<file path="src/rtl/serial_subtractor_fsm.sv">
// -----------------------------------------------------------------------------
// serial_subtractor_fsm
//
// Bit-serial subtractor computing (a - b - bin) mod 2^WIDTH, one bit per clock,
// LSB first, through a 1-bit full-subtractor cell with a borrow flip-flop.
// Small datapath for wide subtraction where latency is cheaper than area.
//
// Handshake (start / busy / done):
//   start is sampled only while the FSM is in IDLE or DONE. A sampled start
//   captures a, b and bin on that edge and begins an operation. While busy=1
//   (SHIFT) start is ignored. done is a one-cycle pulse marking the cycle in
//   which diff, borrow_out and overflow first show the new result. Holding
//   start high through DONE launches the next operation immediately, giving
//   one result every WIDTH+1 cycles.
//
// Parameters:
//   WIDTH       operand/result width in bits (>= 1)
//
// Ports:
//   clk         rising-edge clock
//   rst         asynchronous reset, active-high
//   start       operation request
//   a           minuend, captured on an accepted start
//   b           subtrahend, captured on an accepted start
//   bin         borrow-in, captured on an accepted start
//   busy        high while bits are being processed (SHIFT)
//   done        one-cycle pulse, result valid
//   diff        (a - b - bin) mod 2^WIDTH, held until the next completion
//   borrow_out  final borrow: unsigned a < b + bin
//   overflow    signed two's-complement overflow of the subtraction
//
// Debug visibility: the FSM state is the typed signal `state` (state_t).
// -----------------------------------------------------------------------------
module serial_subtractor_fsm #(
  parameter int WIDTH = 8
) (
  input  logic             clk,
  input  logic             rst,
  input  logic             start,
  input  logic [WIDTH-1:0] a,
  input  logic [WIDTH-1:0] b,
  input  logic             bin,
  output logic             busy,
  output logic             done,
  output logic [WIDTH-1:0] diff,
  output logic             borrow_out,
  output logic             overflow
);

  // Counter must hold the value WIDTH after the final increment.
  localparam int CW = $clog2(WIDTH + 1);

  // Encoding is chosen so busy and done each come straight from one state
  // register bit, keeping both outputs free of decode glitches.
  typedef enum logic [1:0] {
    IDLE  = 2'b00,
    SHIFT = 2'b01,
    DONE  = 2'b10
  } state_t;

  state_t           state;
  state_t           state_next;

  // Datapath registers
  logic [WIDTH-1:0] a_sr;     // latched minuend, shifted right one bit per cycle
  logic [WIDTH-1:0] b_sr;     // latched subtrahend, shifted right one bit per cycle
  logic [WIDTH-1:0] res_sr;   // partial result, filled from the MSB end
  logic             br;       // borrow flip-flop
  logic [CW-1:0]    cnt;      // index of the bit processed on the next edge

  // Combinational helpers
  logic             accept;   // start taken on this edge
  logic             last;     // this edge processes bit WIDTH-1
  logic             d_bit;    // difference bit of the current cell
  logic             br_next;  // borrow produced by the current cell
  logic [WIDTH-1:0] res_next; // partial result after this edge's shift
  logic             ovf_next; // overflow evaluated on the final edge

  // ---------------------------------------------------------------------------
  // FSM: state register
  // ---------------------------------------------------------------------------
  always_ff @(posedge clk or posedge rst) begin
    if (rst) begin
      state <= IDLE;
    end else begin
      state <= state_next;
    end
  end

  // ---------------------------------------------------------------------------
  // FSM: next-state logic
  // ---------------------------------------------------------------------------
  always_comb begin
    state_next = state;
    case (state)
      IDLE: begin
        if (start) begin
          state_next = SHIFT;
        end
      end
      SHIFT: begin
        if (last) begin
          state_next = DONE;
        end
      end
      DONE: begin
        // A start here is a back-to-back request, treated exactly as in IDLE.
        if (start) begin
          state_next = SHIFT;
        end else begin
          state_next = IDLE;
        end
      end
      default: begin
        state_next = IDLE;
      end
    endcase
  end

  // ---------------------------------------------------------------------------
  // FSM: outputs (single state-bit decodes)
  // ---------------------------------------------------------------------------
  always_comb begin
    busy = state[0];
    done = state[1];
  end

  // ---------------------------------------------------------------------------
  // Datapath combinational cell
  // ---------------------------------------------------------------------------
  assign accept = start && ((state == IDLE) || (state == DONE));
  assign last   = (cnt == CW'(WIDTH - 1));

  always_comb begin
    d_bit   = a_sr[0] ^ b_sr[0] ^ br;
    br_next = (~a_sr[0] & b_sr[0]) | (~(a_sr[0] ^ b_sr[0]) & br);

    // New bit enters at the MSB; after WIDTH shifts bit i sits at position i.
    // Written as shift-then-overwrite so WIDTH=1 needs no special case.
    res_next            = res_sr >> 1;
    res_next[WIDTH-1]   = d_bit;

    // On the final edge a_sr[0]/b_sr[0] are the operands' sign bits and d_bit
    // is the result's sign bit.
    ovf_next = (a_sr[0] != b_sr[0]) && (d_bit != a_sr[0]);
  end

  // ---------------------------------------------------------------------------
  // Datapath registers
  // ---------------------------------------------------------------------------
  always_ff @(posedge clk or posedge rst) begin
    if (rst) begin
      a_sr       <= '0;
      b_sr       <= '0;
      res_sr     <= '0;
      br         <= 1'b0;
      cnt        <= '0;
      diff       <= '0;
      borrow_out <= 1'b0;
      overflow   <= 1'b0;
    end else if (accept) begin
      a_sr   <= a;
      b_sr   <= b;
      br     <= bin;
      cnt    <= '0;
      res_sr <= '0;
    end else if (state == SHIFT) begin
      a_sr   <= a_sr >> 1;
      b_sr   <= b_sr >> 1;
      br     <= br_next;
      res_sr <= res_next;
      cnt    <= cnt + CW'(1);
      // Visible results move only at completion and hold until the next one.
      if (last) begin
        diff       <= res_next;
        borrow_out <= br_next;
        overflow   <= ovf_next;
      end
    end
  end

endmodule

</file>
<file path="config.mk">
export PLATFORM = sky130hd
export DESIGN_NAME = serial_subtractor_fsm
export DESIGN_NICKNAME = d
export VERILOG_FILES = /design/src/rtl/serial_subtractor_fsm.sv
export SDC_FILE = /design/constraint.sdc
export NUM_CORES = 1
export LEC_CHECK = 0
export CAP_MARGIN = 20
export CORE_MARGIN = 3
export CORE_UTILIZATION = 51
export CTS_CLUSTER_DIAMETER = 60
export CTS_CLUSTER_SIZE = 28
export DETAILED_ROUTE_END_ITERATION = 16
export GPL_TIMING_DRIVEN = 1
export PLACE_DENSITY = 0.78
export SETUP_SLACK_MARGIN = 0.3
export SLEW_MARGIN = 20
export SYNTH_ARGS = -nofsm -noshare
export SYNTH_HDL_FRONTEND = slang
export SYNTH_SLANG_ARGS = --single-unit
</file>
<file path="constraint.sdc">
create_clock -name clk -period 1.9 [get_ports clk]
set_input_delay 0.285 -clock clk [delete_from_list [all_inputs] [get_ports clk]]
set_output_delay 0.285 -clock clk [all_outputs]
set_load 0.01 [all_outputs]
</file>
==> flow_summary_export.csv, run 1 <==
group,metric,value,unit
clocking,clk_latency,340,ps
timing,setup_viol,0,
clocking,clkTransAtPathRegs,110,ps
synthesis,synth_mux_area_frac,0.09341,
placement,place_area,2066,um^2
synthesis,yosys.area_share.simple,0.1151,
routing,drt_wl_total,3272,um
synthesis,synth_most_common_cell,"dfrtp_1",
synthesis,synth_edf_count,0,
synthesis,synth_top_family_by_area,"compound AO/OA/AOI/OAI gates",
synthesis,synth_top_cell_area_share,0.5793,
synthesis,synthXorXnorAreaFrac,0.01014,
pwr,peakVddDrop,753.1,uV
synthesis,ys_seq_area_frac,0.5793,
synthesis,yosysTopAreaCell,"dfrtp_1",
synthesis,synthAdderAreaFrac,0.02607,
finish,fin_nets,201,
grt,grtUsageTotal,0.1813,
routing,ant_nets,0,
timing,min_period,1568,ps
synthesis,syn_area_per_cell,12.34,um^2
die,rows,20,
die,coreArea,3153,um^2
routing,via_count,1185,
critical_path,cp-end-kind,"flop",
finish,syn_to_final_growth,26.21,%
timing,slew_violations,0,
timing,tightest_slew,522.5,ps
timing,max_slew_margin,0.6517,
pwr,p_per_area,1607,nW/um^2
die,dieHeight,64.21,um
synthesis,synth_cells,140,
finish,num_antenna_cells,0,
die,start_util,0.5480,
die,die_w,64.21,um
grt,grt_pass1_wl,5637,um
routing,wl_per_cell,14.74,um
critical_path,worstPathMaxFanout,2,
placement,gp_congestion,0.7337,
outcome,status,"complete, no violations",
synthesis,async_reset_ff_frac,1.000,
synthesis,synth_area_leaders,"dfrtp_1 (58%), mux2_4 (7.0%), a22o_1 (5.6%), a22oi_1 (4.8%), nand2_1 (3.5%)",
synthesis,ys_ff_latch,40,
grt,grt_pass1_vias,1238,
finish,drive_gt1_frac,0.1573,
clocking,cts_tree,"done",
critical_path,required,2130,ps
critical_path,startpoint_type,"flop",
grt,grt.overflow.total,0,
clocking,cts.sink_count,40,
synthesis,ys_dominant_reg_cell,"dfrtp_1",
grt,antenna_found_initial,0,
die,die-area,4122,um^2
clocking,cts_root_buf,"clkbuf_4",
flow_run,maxCapViolations,0,
clocking,cts_max_path_buffers,2,
synthesis,synth_top_cells_by_count,"dfrtp_1 (40), nand2_1 (16), a22o_1 (11), a22oi_1 (11), nand3_1 (11)",
die,ios,32,
timing,fin_crit_sh,0.8252,
routing,dr.pass1.iters,4,
routing,drc,0,
placement,io_buffers,31,
critical_path,criticalPathCategory,"reg2reg",
routing,viasPerCell,5.338,
routing,drt_iter0_drc,41,
timing,max_freq,637.8,MHz
grt,grt_start_max_net_pins,41,
synthesis,mappedNetlistArea,1728,um^2
worst_hold_path,hold_class,"in2async",
pwr,power.leakage,1.060,nW
finish,final_cell_area,2181,um^2
synthesis,synthesis.nets,163,
clocking,htree_levels,2,
timing,skew,10.28,ps
placement,post-dp-hpwl,2300,um
timing,tns,0,ps
timing,rsz0062_at_grt,"false",
timing,hold_viol_final,0,
clocking,numCtsBuffers,5,
critical_path,worstPathArrival,1800,ps
synthesis,yosys_warnings,0,
synthesis,synth_compound_area_frac,0.1274,
synthesis,yosysUniqueCellTypes,27,
clocking,postCtsHoldBufs,0,
[routing by layer]
layer	global-route usage	vias up	routed length, um
met3	0.04218	6	177
met1	0.2245	579	1419
li1	-	570	-
met5	0	-	0
met2	0.2942	30	1624
met4	0.09499	0	51
[cell usage in the layout (no fill, tap or decap), types with 2 or more instances in the layout]
master,instances
clkdlybuf4s50_1,27
clkbuf_4,5
nand3_1,11
nand2b_1,2
ha_1,2
a22o_1,11
inv_1,5
nor2_1,4
nor2b_1,2
nand2_1,16
a221o_1,3
xnor2_1,2
clkbuf_8,2
mux2i_1,3
dfrtp_1,40
buf_4,9
mux2_4,8
nor3_1,2
dlymetal6s2s_1,3
a22oi_1,11
[state kept, by name, summed over array words and instances (netlist names)]
name and cells:
a_sr 8, b_sr 8, borrow_out 1, br 1, cnt 4, diff 8, overflow 1, res_sr 7
state 2
[through the flow]
step           std cells  hold WS (ps)  power (mW)    util  setup WS, ps
2_1_floorplan        140         424.7       2.522       -         384.5
3_3_place_gp         210         472.1       2.913  0.6552         262.5
3_5_place_dp         210         482.0       2.987  0.6552         182.4
4_1_cts              218         373.2       3.466  0.6778         312.3
5_1_grt              222         413.2       3.777  0.6917         286.3
6_report             222         358.3       3.504  0.6917         332.1
[critical path, cell delays in order (launching register included)]
cell     delay (ps)
dfrtp_1         380
inv_1            80
fa_1            580
xnor2_1         120
nor2_1           50
mux2_4          250
[kinds of logic after synthesis]
| group | Yosys count |
|---|---|
| flops | 40 |
| simple gates | 41 |
| mux | 12 |
| buf+inv | 15 |
| compound gates | 27 |
| xor+xnor | 2 |
| fa+ha+maj | 3 |
[where the power goes]
| group | switching, mW | internal [mW] |
|---|---|---|
| registers | 0.258 | 1.23 |
| clock network | 0.261 | 0.210 |
| logic | 0.706 | 0.841 |
[timing repair]
action,4_1_cts,5_1_grt
pin swaps,1,1
buffers inserted,1,4
endpoints found under the setup margin,2,16
gates resized for setup,1,5
gates cloned,0,0
[area by class of cell]
type / instances / area (um^2)
clock buffers: 7 / 65.06
fillers: 261 / 972.2
inverters: 5 / 18.77
multi-input cells: 85 / 645.6
flip-flops and latches: 40 / 1001
well taps: 44 / 55.05
repair buffers: 41 / 395.4
[worst paths after layout]
check                      startpoint       end  slack (ps)  cells after the start
setup / recovery              b_sr[0]  overflow         330                      5
hold / removal                    rst   b_sr[0]         360                      3
setup reg to reg              b_sr[0]  overflow         330                      5
hold reg to reg               a_sr[3]   a_sr[2]         510                      2
max in group asynchronous         rst  state[1]        1200                      3
min in group clk              a_sr[3]   a_sr[2]         510                      2
Note: power is estimated with default switching activity, not from simulation.
==> run 2, diff against run 1 <==
--- a/config.mk
+++ b/config.mk
@@ -7,12 +7,12 @@
 export LEC_CHECK = 0
 export CAP_MARGIN = 20
 export CORE_MARGIN = 3
-export CORE_UTILIZATION = 51
+export CORE_UTILIZATION = 46
 export CTS_CLUSTER_DIAMETER = 60
 export CTS_CLUSTER_SIZE = 28
 export DETAILED_ROUTE_END_ITERATION = 16
 export GPL_TIMING_DRIVEN = 1
-export PLACE_DENSITY = 0.78
+export PLACE_DENSITY = 0.74
 export SETUP_SLACK_MARGIN = 0.3
 export SLEW_MARGIN = 20
 export SYNTH_ARGS = -nofsm -noshare
==> constraint.sdc (replaced) <==
create_clock -name clk -period 1.42 [get_ports clk]
set_input_delay 0.213 -clock clk [delete_from_list [all_inputs] [get_ports clk]]
set_output_delay 0.213 -clock clk [all_outputs]
set_load 0.01 [all_outputs]
==> run 2 against run 1 <==
  * The run now ends with negative setup slack left
  * Die area is 9.8% higher
  * Largest cell class unchanged
  * Critical endpoint unchanged
  * Sequential share of layout area is 12 points lower
  * Global-route usage is 8.3 points higher
  * Sequential cell count did not move
  * Sequential power up 39%
  * Clock skew grew 12 ps
  * First-iteration DRC count grew to 3.3 times the previous value
  * Critical path depth is the same
==> flow_summary_export.csv, run 2 (synthesis gave the netlist of run 1 again) <==
group,metric,value,unit
timing,setup_viol,24,
critical_path,crit_path_top_delay_cell,"fa_1",
placement,gp_congestion,0.7521,
die,rows,21,
timing,fin_crit_sh,1.145,
timing,rsz0062_at_grt,"true",
die,coreArea,3468,um^2
pwr,peakVddDrop,1439,uV
placement,post-place-cells,223,
timing,hold_viol_final,0,
routing,ant_nets,0,
timing,tightest_slew,376.4,ps
critical_path,rr_startpoint,"b_sr[0]",
timing,slew_violations,0,
finish,layout_commonest_cell,"dfrtp_1",
die,dieHeight,67.29,um
finish,largest_registers,"a_sr (8), b_sr (8), diff (8)",
clocking,numCtsBuffers,5,
grt,antenna_found_initial,0,
critical_path,r2r-end,"overflow",
critical_path,startpoint_type,"flop",
die,die-area,4528,um^2
finish,final_cells,267,
clocking,cts_max_path_buffers,2,
routing,drt_iter0_drc,135,
timing,whs,216.2,ps
finish,fin_nets,243,
routing,wl_per_cell,23.36,um
pwr,power.leakage,1.388,nW
finish,final_cell_mix,"dfrtp_1 (39), buf_4 (23), clkdlybuf4s50_1 (19)",
critical_path,max_stage_delay,580,ps
timing,max_freq,615.2,MHz
critical_path,worstPathArrival,1830,ps
grt,grtUsageTotal,0.2644,
placement,io_buffers,31,
clocking,clkTransAtPathRegs,100,ps
finish,syn_to_final_growth,72.34,%
critical_path,crit_chain,"inv_2, fa_1, xnor2_1, nor2_1, mux2_4",
clocking,clk_latency,310,ps
pwr,fin_total_pwr,7.418,mW
finish,num_antenna_cells,0,
critical_path,ff2ff_path_depth,5,
finish,seq_area,1002,um^2
clocking,htree_levels,2,
finish,multi_input_area,853.3,um^2
timing,min_period,1625,ps
critical_path,required,1630,ps
routing,via_count,1560,
clocking,cts_root_buf,"clkbuf_8",
critical_path,ff2ff_setup_slack,-210,ps
clocking,cts.sink_count,40,
grt,grt_pass1_vias,1587,
critical_path,cp_num_buf_inv,1,
worst_hold_path,hold_class,"in2async",
outcome,status,"finished with violations",
critical_path,cp-end-kind,"flop",
die,die_w,67.29,um
routing,drt_wl_total,6237,um
finish,fillers,159,
clocking,cts_tree,"done",
routing,drc,0,
flow_run,maxCapViolations,0,
die,ios,32,
timing,setup_slack,-205.5,ps
outcome,violations,"negative setup slack",
timing,skew,22.36,ps
timing,tns,-2213,ps
routing,viasPerCell,5.843,
finish,drive_gt1_frac,0.5611,
critical_path,path_delay_family,"adder cells",
grt,grt_start_max_net_pins,21,
timing,max_slew_margin,0.7485,
critical_path,worstPathMaxFanout,2,
grt,grt_pass1_wl,8307,um
grt,grt.overflow.total,0,
routing,dr.pass1.iters,4,
placement,post-dp-hpwl,2478,um
pwr,p_per_area,2491,nW/um^2
critical_path,criticalPathCategory,"reg2reg",
die,start_util,0.4982,
## run 2: metrics by stage
step | setup slack [ps] | utilization | instance area [um^2]
floorplan | -61.41 | - | 1844
global placement | -63.05 | 0.6638 | 2302
detailed placement | -104.0 | 0.6638 | 2302
CTS | -103.7 | 0.8034 | 2786
global route | -272.4 | 0.8586 | 2978
finish | -205.5 | 0.8586 | 2978
## run 2: timing repair
item / in CTS / in global routing
cloned: 5 / 1
endpoints found under the setup margin: 50 / 43
buffers inserted: 23 / 7
gates resized for setup: 74 / 27
pin swaps: 13 / 15
hold buffers: 0 / 0
## run 2: power breakdown
part	leakage [nW]	switching, mW	internal, mW
clock	0.0548	0.462	0.530
combinational	0.827	1.87	2.48
sequential	0.507	0.426	1.65
total	1.39	2.76	4.66
## run 2: area by class of cell
type	count	area share
Sequential cell	40	0.3366
Timing Repair Buffer	83	0.3113
Multi-Input combinational cell	85	0.2866
Clock buffer	5	0.02311
Tap cell	46	0.01933
Clock inverter	3	0.01555
Inverter	5	0.007563
## run 2: worst max path at each step
stage	from	to	cells past startpoint
after floorplan	br	overflow	5
after global placement	br	overflow	5
after detailed placement	br	overflow	5
after CTS	b_sr[0]	overflow	5
after global routing	b_sr[0]	overflow	5
final	b_sr[0]	overflow	5
## run 2: layer usage
layer  GRT usage  share of wire
met5           0              0
met4      0.1215          0.036
met3     0.06656          0.059
met2      0.4405           0.50
met1      0.3215           0.40
## run 2: worst register-to-register path: cells and delay by family (launching register included)
kind | cells | cell delay [ps]
xor+xnor | 1 | 150
fa+ha+maj | 1 | 580
buf+inv | 1 | 60
flops | 1 | 370
mux | 1 | 280
simple gates | 1 | 100
==> run 3, diff against run 2 <==
==> constraint.sdc (replaced) <==
create_clock -name clk -period 1.42 [get_ports clk]
set_input_delay 0.213 -clock clk [delete_from_list [all_inputs] [get_ports clk]]
set_output_delay 0.213 -clock clk [all_outputs]
set_load 0.05 [all_outputs]
==> run 3 against run 2 <==
  * The run still ends with negative setup slack left
  * Register-to-register slack improved by 20 ps
  * Critical endpoint unchanged
  * Sequential power is 5% higher
  * Largest cell class unchanged
  * Non-clock buffer count fell by 6
  * Core utilization fell by 0.25 points
  * Clock power decreased by 16%
==> flow_summary_export.csv, run 3 (synthesis gave the netlist of run 1 again) <==
group,metric,value,unit
clocking,cts.sink_count,40,
pwr,power_switching,2.988,mW
timing,skew,10.51,ps
grt,grt_pass1_wl,7997,um
pwr,power.leakage,1.387,nW
pwr,p_int,4.626,mW
outcome,status,"finished with violations",
clocking,cts_max_path_buffers,2,
routing,ant_nets,0,
routing,wl_per_cell,22.73,um
timing,max_slew_margin,0.7915,
finish,largest_registers,"a_sr (8), b_sr (8), diff (8)",
die,coreArea,3468,um^2
clocking,clkTransAtPathRegs,80,ps
die,die_w,67.29,um
critical_path,criticalPathCategory,"reg2reg",
routing,drc,0,
finish,layout_commonest_cell,"dfrtp_1",
clocking,numCtsBuffers,5,
pwr,p_per_area,2564,nW/um^2
timing,setup_slack,-187.8,ps
grt,grt.overflow.total,0,
timing,max_freq,622.0,MHz
finish,post-route-util,0.8561,
routing,drt_iter0_drc,119,
pwr,peakVddDrop,1676,uV
routing,wl_met3,342,um
critical_path,required,1590,ps
pwr,pwr-share-seq,0.287,
die,die-area,4528,um^2
placement,io_buffers,31,
timing,fin_crit_sh,1.132,
placement,gp_congestion,0.7911,
routing,dr.pass1.iters,4,
timing,tightest_slew,311.7,ps
finish,final_cells,262,
grt,grt_pass1_vias,1498,
flow_run,maxCapViolations,0,
pwr,p_clk_frac,0.109,
pwr,fin_total_pwr,7.614,mW
grt,antenna_found_initial,0,
die,start_util,0.4982,
finish,drive_gt1_frac,0.4837,
clocking,postCtsHoldBufs,0,
finish,fin_nets,237,
placement,post-dp-hpwl,2620,um
finish,final_cell_mix,"dfrtp_1 (38), buf_4 (19), clkdlybuf4s50_1 (18)",
die,rows,21,
clocking,cts_tree,"done",
placement,post-place-cells,226,
critical_path,cp-end-kind,"flop",
routing,maxUsedRoutingLayer,"met4",
clocking,cts_root_buf,"clkbuf_8",
critical_path,startpoint_type,"flop",
worst_hold_path,hold_class,"in2async",
critical_path,worstPathArrival,1780,ps
routing,wl_met1,2272,um
timing,setup_viol,14,
routing,viasPerCell,5.828,
pwr,p_sw_frac,0.3924,
timing,min_period,1608,ps
die,dieHeight,67.29,um
timing,hold_viol_final,0,
timing,rsz0062_at_grt,"true",
clocking,htree_levels,2,
routing,wl_met2,2945,um
critical_path,worstPathMaxFanout,2,
timing,slew_violations,0,
routing,via_count,1527,
timing,whs,298.5,ps
outcome,violations,"negative setup slack",
grt,grt_start_max_net_pins,41,
clocking,clk_latency,290,ps
grt,grtUsageTotal,0.2490,
routing,drt_wl_total,5956,um
die,ios,32,
placement,pre_cts_slack,-134.1,ps
pwr,combPwrFrac,0.604,
finish,syn_to_final_growth,71.83,%
run 3: what timing repair did:
item	4_1_cts	5_1_grt
cloned	3	1
gates resized for setup	30	13
pin swaps	8	5
buffers inserted	13	10
setup endpoints to repair	41	42
run 3: path summary, 6_finish.rpt:
path	start	endpoint	slack (ps)	cells after the start
worst max-delay path	br	overflow	-190	5
worst min-delay path	rst	b_sr[7]	300	3
worst max register to register	br	overflow	-190	5
worst min register to register	a_sr[6]	a_sr[5]	520	2
max in group asynchronous	rst	state[1]	890	3
min in group clk	start	state[0]	510	4
run 3: power by group through the flow:
stage               clock [mW]  sequential, mW  combinational, mW
finish                   0.832            2.18               4.60
global route             0.887            2.22               4.77
CTS                      0.825            2.10               3.98
detailed placement           0            2.10               3.29
global placement             0            2.07               3.18
floorplan                    0            2.44               1.61
run 3: routing by layer:
metal / vias to the layer above / track usage
li1: 643 / -
met1: 775 / 0.3176
met2: 76 / 0.4135
met3: 33 / 0.05657
met4: 0 / 0.09114
met5: - / 0
run 3: critical path: stages, from the launching register on:
cell,delay [ps]
dfrtp_1,380
inv_2,50
fa_1,510
xnor2_1,220
nor2_1,70
mux2_4,260
run 3: layout make-up:
| type | instances | area, um^2 |
|---|---|---|
| sequential | 40 | 1003 |
| timing repair buffer | 77 | 994.7 |
| multi-input combinational | 85 | 788.3 |
| fill | 155 | 499.2 |
| clock buffer | 8 | 100.1 |
| tap | 46 | 57.56 |
| inverter | 5 | 22.52 |
| antenna | 1 | 2.502 |
run 3: stage by stage:
stage / instance area (um^2) / setup TNS [ps]
2_1_floorplan: 1834 / -931.8
3_3_place_gp: 2422 / -1672
3_5_place_dp: 2422 / -1865
4_1_cts: 2808 / -371.8
5_1_grt: 2967 / -1212
6_report: 2969 / -816.7
